`config.mk`:
```
export PLATFORM = sky130hd
export DESIGN_NAME = tt_health_packer
export DESIGN_NICKNAME = d
export VERILOG_FILES = /design/src/rtl/tt_health_pkg.sv /design/src/rtl/tt_bytefifo.sv /design/src/rtl/tt_health_packer.sv
export SDC_FILE = /design/constraint.sdc
export NUM_CORES = 1
export LEC_CHECK = 0
export ABC_AREA = 1
export CAP_MARGIN = 20
export CORE_UTILIZATION = 45
export CTS_BUF_LIST = sky130_fd_sc_hd__clkbuf_16
export CTS_CLUSTER_DIAMETER = 200
export DETAILED_ROUTE_END_ITERATION = 10
export GPL_TIMING_DRIVEN = 0
export HOLD_SLACK_MARGIN = 0.05
export MAX_ROUTING_LAYER = met4
export PLACE_DENSITY = 0.59
export SLEW_MARGIN = 20
export SYNTH_ARGS = -nofsm -noshare
export SYNTH_HDL_FRONTEND = slang
export SYNTH_SLANG_ARGS = --single-unit
```
`constraint.sdc`:
```
create_clock -name clk -period 6 [get_ports clk]
set_input_delay 1.2 -clock clk [delete_from_list [all_inputs] [get_ports clk]]
set_output_delay 1.2 -clock clk [all_outputs]
set_load 0.005 [all_outputs]
```
`src/rtl/tt_health_pkg.sv`:
```
// Shared types and default parameters for the TRNG health-test byte packer.
package tt_health_pkg;

    typedef enum logic [1:0] {
        IDLE    = 2'd0,
        STARTUP = 2'd1,
        RUN     = 2'd2,
        FAIL    = 2'd3
    } state_t;

    localparam int DEF_RCT_CUTOFF   = 32;
    localparam int DEF_APT_WINDOW   = 512;
    localparam int DEF_APT_CUTOFF   = 410;
    localparam int DEF_STARTUP_BITS = 1024;
    localparam int DEF_FIFO_DEPTH   = 4;

endpackage

```
`src/rtl/tt_bytefifo.sv`:
```
// Byte FIFO with a registered head output; DEPTH must be a power of 2, at least 2.
// A push into a full FIFO is accepted only when a pop happens on the same edge.
module tt_bytefifo #(
    parameter int DEPTH = 4
) (
    input  logic                     clk,
    input  logic                     rst_n,
    input  logic                     push,
    input  logic [7:0]               din,
    input  logic                     pop,
    input  logic                     flush,
    output logic [7:0]               dout,
    output logic                     full,
    output logic                     empty,
    output logic [$clog2(DEPTH):0]   level
);

    localparam int AW = $clog2(DEPTH);
    localparam int LW = $clog2(DEPTH) + 1;

    logic [7:0]    mem [DEPTH];
    logic [AW-1:0] rd_ptr;
    logic [AW-1:0] wr_ptr;
    logic [AW-1:0] rd_next;
    logic          do_pop;
    logic          do_push;

    assign full    = (level == LW'(DEPTH));
    assign empty   = (level == '0);
    assign do_pop  = pop & ~empty;
    assign do_push = push & (~full | do_pop);
    assign rd_next = rd_ptr + 1'b1;

    always_ff @(posedge clk) begin
        if (do_push && !flush) begin
            mem[wr_ptr] <= din;
        end
    end

    always_ff @(posedge clk or negedge rst_n) begin
        if (!rst_n) begin
            rd_ptr <= '0;
            wr_ptr <= '0;
            level  <= '0;
            dout   <= '0;
        end else if (flush) begin
            rd_ptr <= '0;
            wr_ptr <= '0;
            level  <= '0;
            dout   <= '0;
        end else begin
            if (do_push) wr_ptr <= wr_ptr + 1'b1;
            if (do_pop)  rd_ptr <= rd_next;
            case ({do_push, do_pop})
                2'b10:   level <= level + 1'b1;
                2'b01:   level <= level - 1'b1;
                default: level <= level;
            endcase
            // Head register tracks whatever entry will sit at rd_ptr after this edge.
            if (do_pop) begin
                if (level > LW'(1))  dout <= mem[rd_next];
                else if (do_push)    dout <= din;
            end else if (empty && do_push) begin
                dout <= din;
            end
        end
    end

endmodule

```
`src/rtl/tt_health_packer.sv`:
```
// Health-tests (RCT/APT) the conditioned TRNG bitstream and packs passing bits MSB-first into a byte FIFO.
// state   | meaning
// IDLE    | disabled, counters cleared, FIFO may still drain
// STARTUP | STARTUP_BITS bits tested and discarded
// RUN     | bits tested and packed into bytes
// FAIL    | health failure latched, waits for clear_fail
module tt_health_packer
    import tt_health_pkg::*;
#(
    parameter int RCT_CUTOFF   = DEF_RCT_CUTOFF,
    parameter int APT_WINDOW   = DEF_APT_WINDOW,
    parameter int APT_CUTOFF   = DEF_APT_CUTOFF,
    parameter int STARTUP_BITS = DEF_STARTUP_BITS,
    parameter int FIFO_DEPTH   = DEF_FIFO_DEPTH
) (
    input  logic                          clk,
    input  logic                          rst_n,
    input  logic                          enable,
    input  logic                          bit_in,
    input  logic                          bit_valid,
    input  logic                          clear_fail,
    output logic [7:0]                    out_data,
    output logic                          out_valid,
    input  logic                          out_ready,
    output logic                          rct_fail,
    output logic                          apt_fail,
    output logic [7:0]                    drop_cnt,
    output logic [$clog2(FIFO_DEPTH):0]   fifo_level
);

    localparam int RW = $clog2(RCT_CUTOFF) + 1;
    localparam int WW = $clog2(APT_WINDOW);
    localparam int CW = $clog2(APT_WINDOW) + 1;
    localparam int SW = $clog2(STARTUP_BITS) + 1;

    state_t        state;
    logic          last_bit;
    logic [RW-1:0] run_len;
    logic          apt_ref;
    logic [WW-1:0] apt_pos;
    logic [CW-1:0] apt_cnt;
    logic [SW-1:0] su_cnt;
    logic [6:0]    sh;
    logic [2:0]    bit_idx;

    logic          accept;
    logic          testing;
    logic          clr_tests;
    logic [RW-1:0] run_nxt;
    logic          apt_first;
    logic          apt_match;
    logic [CW-1:0] apt_cnt_nxt;
    logic          rct_hit;
    logic          apt_hit;
    logic          fail_now;
    logic [SW-1:0] su_nxt;
    logic          pack;
    logic          push;
    logic          pop;
    logic          full;
    logic          empty;
    logic [7:0]    byte_nxt;

    assign accept      = bit_valid & enable;
    assign testing     = accept & ((state == STARTUP) | (state == RUN));
    assign clr_tests   = ((state == STARTUP) | (state == RUN)) & (~enable | fail_now);

    assign run_nxt     = (bit_in == last_bit) ? run_len + 1'b1 : RW'(1);
    assign apt_first   = (apt_pos == '0);
    assign apt_match   = apt_first | (bit_in == apt_ref);
    assign apt_cnt_nxt = apt_first ? CW'(1) : (apt_match ? apt_cnt + 1'b1 : apt_cnt);
    assign rct_hit     = testing & (run_nxt == RW'(RCT_CUTOFF));
    assign apt_hit     = testing & apt_match & (apt_cnt_nxt == CW'(APT_CUTOFF));
    assign fail_now    = rct_hit | apt_hit;
    assign su_nxt      = su_cnt + 1'b1;

    // A failing bit is never packed, so a failing 8th bit suppresses its push.
    assign pack        = accept & (state == RUN) & ~fail_now;
    assign byte_nxt    = {sh, bit_in};
    assign push        = pack & (bit_idx == 3'd7);
    assign pop         = out_ready & ~empty;
    assign out_valid   = ~empty;

    tt_bytefifo #(
        .DEPTH (FIFO_DEPTH)
    ) u_fifo (
        .clk   (clk),
        .rst_n (rst_n),
        .push  (push),
        .din   (byte_nxt),
        .pop   (pop),
        .flush (fail_now),
        .dout  (out_data),
        .full  (full),
        .empty (empty),
        .level (fifo_level)
    );

    always_ff @(posedge clk or negedge rst_n) begin
        if (!rst_n) begin
            state    <= IDLE;
            last_bit <= 1'b0;
            run_len  <= '0;
            apt_ref  <= 1'b0;
            apt_pos  <= '0;
            apt_cnt  <= '0;
            su_cnt   <= '0;
            sh       <= '0;
            bit_idx  <= '0;
            rct_fail <= 1'b0;
            apt_fail <= 1'b0;
            drop_cnt <= '0;
        end else begin
            case (state)
                IDLE:    if (enable) state <= STARTUP;
                STARTUP: begin
                    if (!enable)                                     state <= IDLE;
                    else if (fail_now)                               state <= FAIL;
                    else if (accept && su_nxt == SW'(STARTUP_BITS))  state <= RUN;
                end
                RUN: begin
                    if (!enable)       state <= IDLE;
                    else if (fail_now) state <= FAIL;
                end
                FAIL:    if (clear_fail) state <= enable ? STARTUP : IDLE;
                default: state <= IDLE;
            endcase

            if (state != STARTUP || clr_tests) su_cnt <= '0;
            else if (accept)                   su_cnt <= su_nxt;

            if (clr_tests) begin
                last_bit <= 1'b0;
                run_len  <= '0;
                apt_ref  <= 1'b0;
                apt_pos  <= '0;
                apt_cnt  <= '0;
                sh       <= '0;
                bit_idx  <= '0;
            end else if (testing) begin
                last_bit <= bit_in;
                run_len  <= run_nxt;
                apt_pos  <= apt_pos + 1'b1;
                apt_cnt  <= apt_cnt_nxt;
                if (apt_first) apt_ref <= bit_in;
                if (pack) begin
                    sh      <= byte_nxt[6:0];
                    bit_idx <= bit_idx + 1'b1;
                end
            end

            if (state == FAIL && clear_fail) begin
                rct_fail <= 1'b0;
                apt_fail <= 1'b0;
                drop_cnt <= '0;
            end else begin
                if (rct_hit) rct_fail <= 1'b1;
                if (apt_hit) apt_fail <= 1'b1;
                if (push && full && !pop && drop_cnt != 8'hFF) drop_cnt <= drop_cnt + 1'b1;
            end
        end
    end

endmodule
```
# == Word level (Yosys, flattened, before mapping) ==
# Memory sizes are Yosys's and may differ from the RTL's.
# Cells that the tools add are included.
# word_totals
regBits,75
mem_bits_rw,32
inputBits,7
out_inout_bits,22
wordCells,146
n_memories,1
# mem_list
memory,depth,word_bits,rd,rd_ports_with_merged_regs,write_ports,line,rtl
u_fifo.mem,4,8,1,0,1,tt_bytefifo.sv:21,logic [7:0] mem [DEPTH];
# classes
n_addsub,10
n_lt_le_gt_ge,1
n_eq_ne,19
n_mux,50
bitwise,21
reduce_logical,28
# ops
operator,count
$mux W8,7
$mux W10,4
$mux W11,2
$mux W2,11
$mux W7,3
$mux W6,3
$mux W9,2
$reduce_bool A2 Y1,9
$and A1 B1 Y1,12
$mux W1,12
$mux W3,4
$add A11 B1 Y11 const B,1
$eq A11 B11 Y1 const B,1
$add A10 B1 Y10 const B,1
$eq A10 B9 Y1 const B,1
$add A9 B1 Y9 const B,1
$logic_not A9 Y1,1
$add A8 B1 Y8 const B,1
$ne A8 B8 Y1 const B,1
$pmux W2 S4,1
$logic_and A1 B1 Y1,7
$add A3 B1 Y3 const B,2
$add A6 B1 Y6 const B,1
$eq A2 B2 Y1 const B,3
other kinds (22),38

# == Logic depth before layout (Yosys ltp) ==
# depth
word_depth,15
ltp_mapped,19

# == By module ==
# A second synthesis with hierarchy kept.
# hier_totals
cells_unflattened,751
area_unflattened_um2,6052.1
# modules_own_cells
mod,instances,cells_each,area_each_um2,seq_area_each_um2
tt_health_packer,1,518,3747.3,1501.4
tt_bytefifo,1,233,2304.7,1336.3

# == Worst setup path before layout ==
# Ideal clock, no wire load.
# synth_timing
path_type,input -> register
from,in bit_in
to,mem u_fifo.mem[0][0] (enable)
t_arrival_ns,2.726
required_time_ns,5.629
path_slack_ns,2.904
cell_stages,14
path_buffers,1
path_cell_list,inv_2 nand2_1 nand2_2 buf_6 nand3_1 nand3_1 nor2_1 nand2_1 nor2_2 nand3_2 nand4_4 nor2_2 inv_1 nor2_1
# synth_between
elab_chain_len,14
# synth_lines
element,line,rtl
from (decl),tt_health_packer.sv:19,"input logic bit_in,"
$eq A1 B1 Y1,tt_health_packer.sv:70,assign apt_match = apt_first | (bit_in == apt_ref);
$or A1 B1 Y1,tt_health_packer.sv:70,
$mux W10 (2 in series),tt_health_packer.sv:71,assign apt_cnt_nxt = apt_first ? CW'(1) : (apt_match ? apt_cnt + 1'b1 : apt_cnt);
$eq A10 B9 Y1,tt_health_packer.sv:73,assign apt_hit = testing & apt_match & (apt_cnt_nxt == CW'(APT_CUTOFF));
$and A1 B1 Y1,tt_health_packer.sv:73,
$or A1 B1 Y1 (*),tt_health_packer.sv:74,assign fail_now = rct_hit | apt_hit;
$not A1 Y1,tt_health_packer.sv:78,assign pack = accept & (state == RUN) & ~fail_now;
$and A1 B1 Y1,tt_health_packer.sv:78,
$and A1 B1 Y1,tt_health_packer.sv:80,assign push = pack & (bit_idx == 3'd7);
$and A1 B1 Y1,tt_bytefifo.sv:31,assign do_push = push & (~full | do_pop);
$logic_and A1 B1 Y1 (*),tt_bytefifo.sv:35,if (do_push && !flush) begin
$mux W1 (*),tt_bytefifo.sv:35,
$mux W1 (not written as such) (*),tt_bytefifo.sv:36,mem[wr_ptr] <= din;
to (decl),tt_bytefifo.sv:21,
# Every way passes the cells marked *; elsewhere a longest branch is shown, timed or not.

# == Final worst setup path ==
# layout_timing
from,in bit_in
to,mem u_fifo.mem[3][6] (enable)
# Same word-level chain as after synthesis.

==> impl_results.md <==
- Number of placement rows: 40
- Buffers inserted by post-CTS timing repair: 0
- Static Leakage: approximately 2.8 nW
- Synth unique cells: 38
- Worst slack, placed: between 1 and 1.5 ns
- Number of enable flip-flop cells after synthesis: 32
- CTS H-tree depth: 3
- Area growth from synthesis to final layout: 14.0%
- Shortest clock period the worst path allows after layout: 4.20 ns
- Internal Dissipation: between 1 and 1.5 mW
- Clock-pin slew on the worst setup and hold paths: about 0.070 ns
- Fraction of synthesized area in multiplexers: 0%
- Mapped Cells: between 600 and 700
- Synth cell count leaders: sky130_fd_sc_hd__nand2_1, sky130_fd_sc_hd__nor2_1, sky130_fd_sc_hd__dfrtp_1
- First-iteration detailed-routing DRC count: about 190
- Footprint of the flip-flops and latches: ~2800 um^2
- Outcome: completed
- Cell types with the largest area share after synthesis: sky130_fd_sc_hd__dfrtp_1, sky130_fd_sc_hd__edfxtp_1, sky130_fd_sc_hd__nand2_1, sky130_fd_sc_hd__nand3_1, sky130_fd_sc_hd__nor2_1
- Library cell with the largest summed area after synthesis: sky130_fd_sc_hd__dfrtp_1
- Endpoints failing setup: 0
- Antenna violations before repair: 0
- RD Place Congestion: just under 0.9
- Final count of hold timing violations: 0
- TritonCTS Buffers: 9
- Overall routing resource usage: 20.3%
- Switching share of total power: around two fifths
- Final wirelength: approximately 12,000 um
- Starting utilization of the core area: a little under half
- Slowest cell on the critical path: sky130_fd_sc_hd__clkdlybuf4s50_1
- Routed via count divided by cell count: approximately 5
- Bufs on Longest Clock Path: 2
- Post-synthesis instance area: 5690 um^2
- Sequential power share: 39.5%
- Fraction of synthesized cell area taken by the top area cell type: between 30% and 40%
- Slew at the pin closest to its max-slew limit: 0.856 ns
- I/O Buffers: 28
- Number of design rule violations left after detail routing: 0
- Num Clock Sinks: approximately 110
- Wire length of the first global-routing pass: roughly 20,000 um
- Kind of end point of the critical path: flip-flop
- DR WL/cell: approximately 14 um
- Flip-flop cell with the highest count after synthesis: sky130_fd_sc_hd__dfrtp_1
- Max cap viols: 0
- Power density relative to cell area: 371 nW/um^2
- Number of routed nets with antenna violations: 0
- Share of the core filled with cells in the final layout: 53.3%
- Ordered cell list for the critical path: clkdlybuf4s50_1, inv_2, nand2_1, nand2_2, buf_6, nand2_1, nand2_1, nand3_1, nor2_1, nand2_1, nor2_2, nand3_2, nand4_4, nor2_2, inv_1, nor2_1
- Area of the core region: 12,200 um^2
- Yosys warning total: 0
- TritonCTS clock tree: yes
- Data required time of the worst path: 5.98 ns
- Die Ht: 114 um
- Unrepaired setup endpoints after global routing: no
- Count of buffering cells on the critical path with inverters included: 4
- Number of search-and-repair iterations in the first detailed-routing pass: 4
- Post-synthesis share of cell area spent on and, or, nand and nor gates: between 20% and 30%
- Post-Synthesis Net Count: 680
- Proportion of synthesized flip-flops having asynchronous set or reset: 70.1%
- Share of synthesized area occupied by flip-flops and latches: 49.9%
- Switching power: about 0.92 mW
- Clock Skews: approximately 0.0088 ns
- Maximum VDD drop: about 220 uV
- Critical Path Start Type: input pin
- Tcrit/Tclk final: between 60 and 70%
- Clock root buffer: sky130_fd_sc_hd__clkbuf_16
- Synthesis-stage register bit count: approximately 110
- Global route total overflow: 0
- Final Max Tran Viols: 0
- Most numerous cell in the Yosys netlist: sky130_fd_sc_hd__nand2_1
- Remaining max-slew budget at the tightest pin: between 40% and 50%
- Clock latency on the worst-skew pair: 0.36 ns
- Delay contributed by the slowest stage of the critical path: about 0.8 ns
- Net count, final: 720
- Complex-gate fraction of the synthesized area: between 10% and 20%
- Post-Synth Adder-Cell Area: slightly below 5%
- Largest delay share family, worst path: simple AND/OR/NAND/NOR gates
- WHS: 0.471 ns
- Max Freq: about 240 MHz
- Fill cell count: 1,130
- Gate power share: 36.8%
- I/O Pins: 29
- Xor and xnor fraction of the mapped netlist area: approximately 3.5%
- Sum of negative setup slack: 0 ns
- Worst hold path type: reg2reg
- Hold buffers post-CTS: 0
- Fraction of layout cells with a size suffix above 1: 8.05%
- Start-to-end type of the worst setup path: in2reg
- Data arrival at the endpoint of the critical path: 4.18 ns
- Die Area: between 10,000 and 15,000 um^2
- Post-synthesis area per instance: slightly below 9 um^2
- Vias after detailed routing: between 4,000 and 5,000
- Area taken by multi-input logic gates: 2450 um^2
- Main combinational cell family by area after synthesis: simple AND/OR/NAND/NOR gates
- Worst Setup Slack, final: around 1.8 ns
- Most frequent cell on the critical path: sky130_fd_sc_hd__nand2_1
- Largest net degree at the start of global routing: 44
- Antenna cells: 0
- Highest net fanout along the worst path: 10
- Number of global-route vias before repair: about 4,200
- Cells resized by post-CTS repair: 0
- Chip Width: around 110 um
- Dpl hpwl: between 8000 and 9000 um
- Power share of the clock group: a little under a quarter
[worst register-to-register path, stage by stage (launching register included)]
cell,delay (ns)
sky130_fd_sc_hd__dfrtp_1,0.40
sky130_fd_sc_hd__inv_1,0.10
sky130_fd_sc_hd__ha_1,0.36
sky130_fd_sc_hd__inv_1,0.12
sky130_fd_sc_hd__nor2_4,0.07
sky130_fd_sc_hd__inv_2,0.05
sky130_fd_sc_hd__buf_2,0.23
sky130_fd_sc_hd__a21oi_1,0.07
sky130_fd_sc_hd__nand3_1,0.10
sky130_fd_sc_hd__nor2_1,0.06
sky130_fd_sc_hd__nand3_2,0.15
sky130_fd_sc_hd__nand4_4,0.22
sky130_fd_sc_hd__nor2_2,0.23
sky130_fd_sc_hd__inv_1,0.12
sky130_fd_sc_hd__nor2_1,0.67
[path summary, 6_finish.rpt]
check	slack, ns	startpoint	cells past startpoint	endpoint
max in group asynchronous	4.64	rst_n	2	apt_cnt[4]
setup reg to reg	2.69	state[0]	14	u_fifo.mem[3][6]
hold reg to reg	0.47	u_fifo.dout[6]	2	u_fifo.dout[6]
hold / removal	0.47	u_fifo.dout[6]	2	u_fifo.dout[6]
min in group asynchronous	0.78	rst_n	1	u_fifo.dout[5]
setup / recovery	1.80	bit_in	16	u_fifo.mem[3][6]
[layout make-up]
cell class                 instances  share of cell area [%]
multi-input combinational        450                    37.7
timing repair buffer              29                    4.71
clock inverter                     7                   0.887
sequential                       107                    43.7
clock buffer                       9                    3.47
buffer                            20                    1.91
inverter                          74                    4.32
tap                              168                    3.24
[kinds of logic after synthesis]
group	after synthesis
xor+xnor	22
simple gates	306
compound gates	100
flops	107
fa+ha+maj	22
buf+inv	94
[state kept, by name (all words and copies together) (netlist names), 3 cells and up]
name          cells
su_cnt           11
run_len           6
u_fifo.dout       8
drop_cnt          8
apt_cnt          10
bit_idx           3
u_fifo.level      3
u_fifo.mem       32
sh                7
apt_pos           9
[cell usage in the layout (no fill, tap or decap), types with 4 or more instances in the layout]
cell                              netlist  final
sky130_fd_sc_hd__nand3_1               64     64
sky130_fd_sc_hd__xor2_1                18     18
sky130_fd_sc_hd__nor3_1                 6      6
sky130_fd_sc_hd__nand2_1              128    128
sky130_fd_sc_hd__clkdlybuf4s50_1        0     27
sky130_fd_sc_hd__inv_1                 67     67
sky130_fd_sc_hd__nand3b_1               4      4
sky130_fd_sc_hd__edfxtp_1              32     32
sky130_fd_sc_hd__a21oi_1               31     31
sky130_fd_sc_hd__clkbuf_16              0      9
sky130_fd_sc_hd__a211oi_1              11     11
sky130_fd_sc_hd__ha_1                  22     22
sky130_fd_sc_hd__clkbuf_1               7      7
sky130_fd_sc_hd__nand4_1                9      9
sky130_fd_sc_hd__buf_6                  5      5
sky130_fd_sc_hd__inv_2                  5      5
sky130_fd_sc_hd__nor2_1                78     78
sky130_fd_sc_hd__dfrtp_1               75     75
sky130_fd_sc_hd__nor2_2                 4      4
sky130_fd_sc_hd__a211oi_2               4      4
sky130_fd_sc_hd__o22ai_1               20     20
sky130_fd_sc_hd__o21ai_0               27     27
sky130_fd_sc_hd__nand2_2                5      5
[power by group through the flow]
| stage | sequential [mW] | combinational, mW | clock (mW) |
|---|---|---|---|
| floorplan | 0.946 | 0.633 | 0 |
| global placement | 0.960 | 0.872 | 0 |
| detailed placement | 0.965 | 0.889 | 0 |
| CTS | 0.951 | 0.893 | 0.588 |
| global route | 0.967 | 1.01 | 0.618 |
| finish | 0.950 | 0.885 | 0.571 |
[stage by stage]
stage          std cells  power, mW  area, um^2
2_1_floorplan        651       1.58        5690
3_3_place_gp         847       1.83        6180
3_5_place_dp         848       1.85        6200
4_1_cts              864       2.43        6490
5_1_grt              864       2.60        6490
6_report             864       2.41        6490
[per-layer routing]
layer / global-route usage, % / wire, um / share of wire [%] / vias up
met3: 5.03 / 397 / 3.4 / 11
met1: 25.6 / 5620 / 48 / 2052
met4: 5.63 / 108 / 0.92 / 0
li1: - / - / - / 2244
met5: - / 0 / 0 / -
met2: 32.7 / 5650 / 48 / 65
Power figures use the tool's default switching activity.
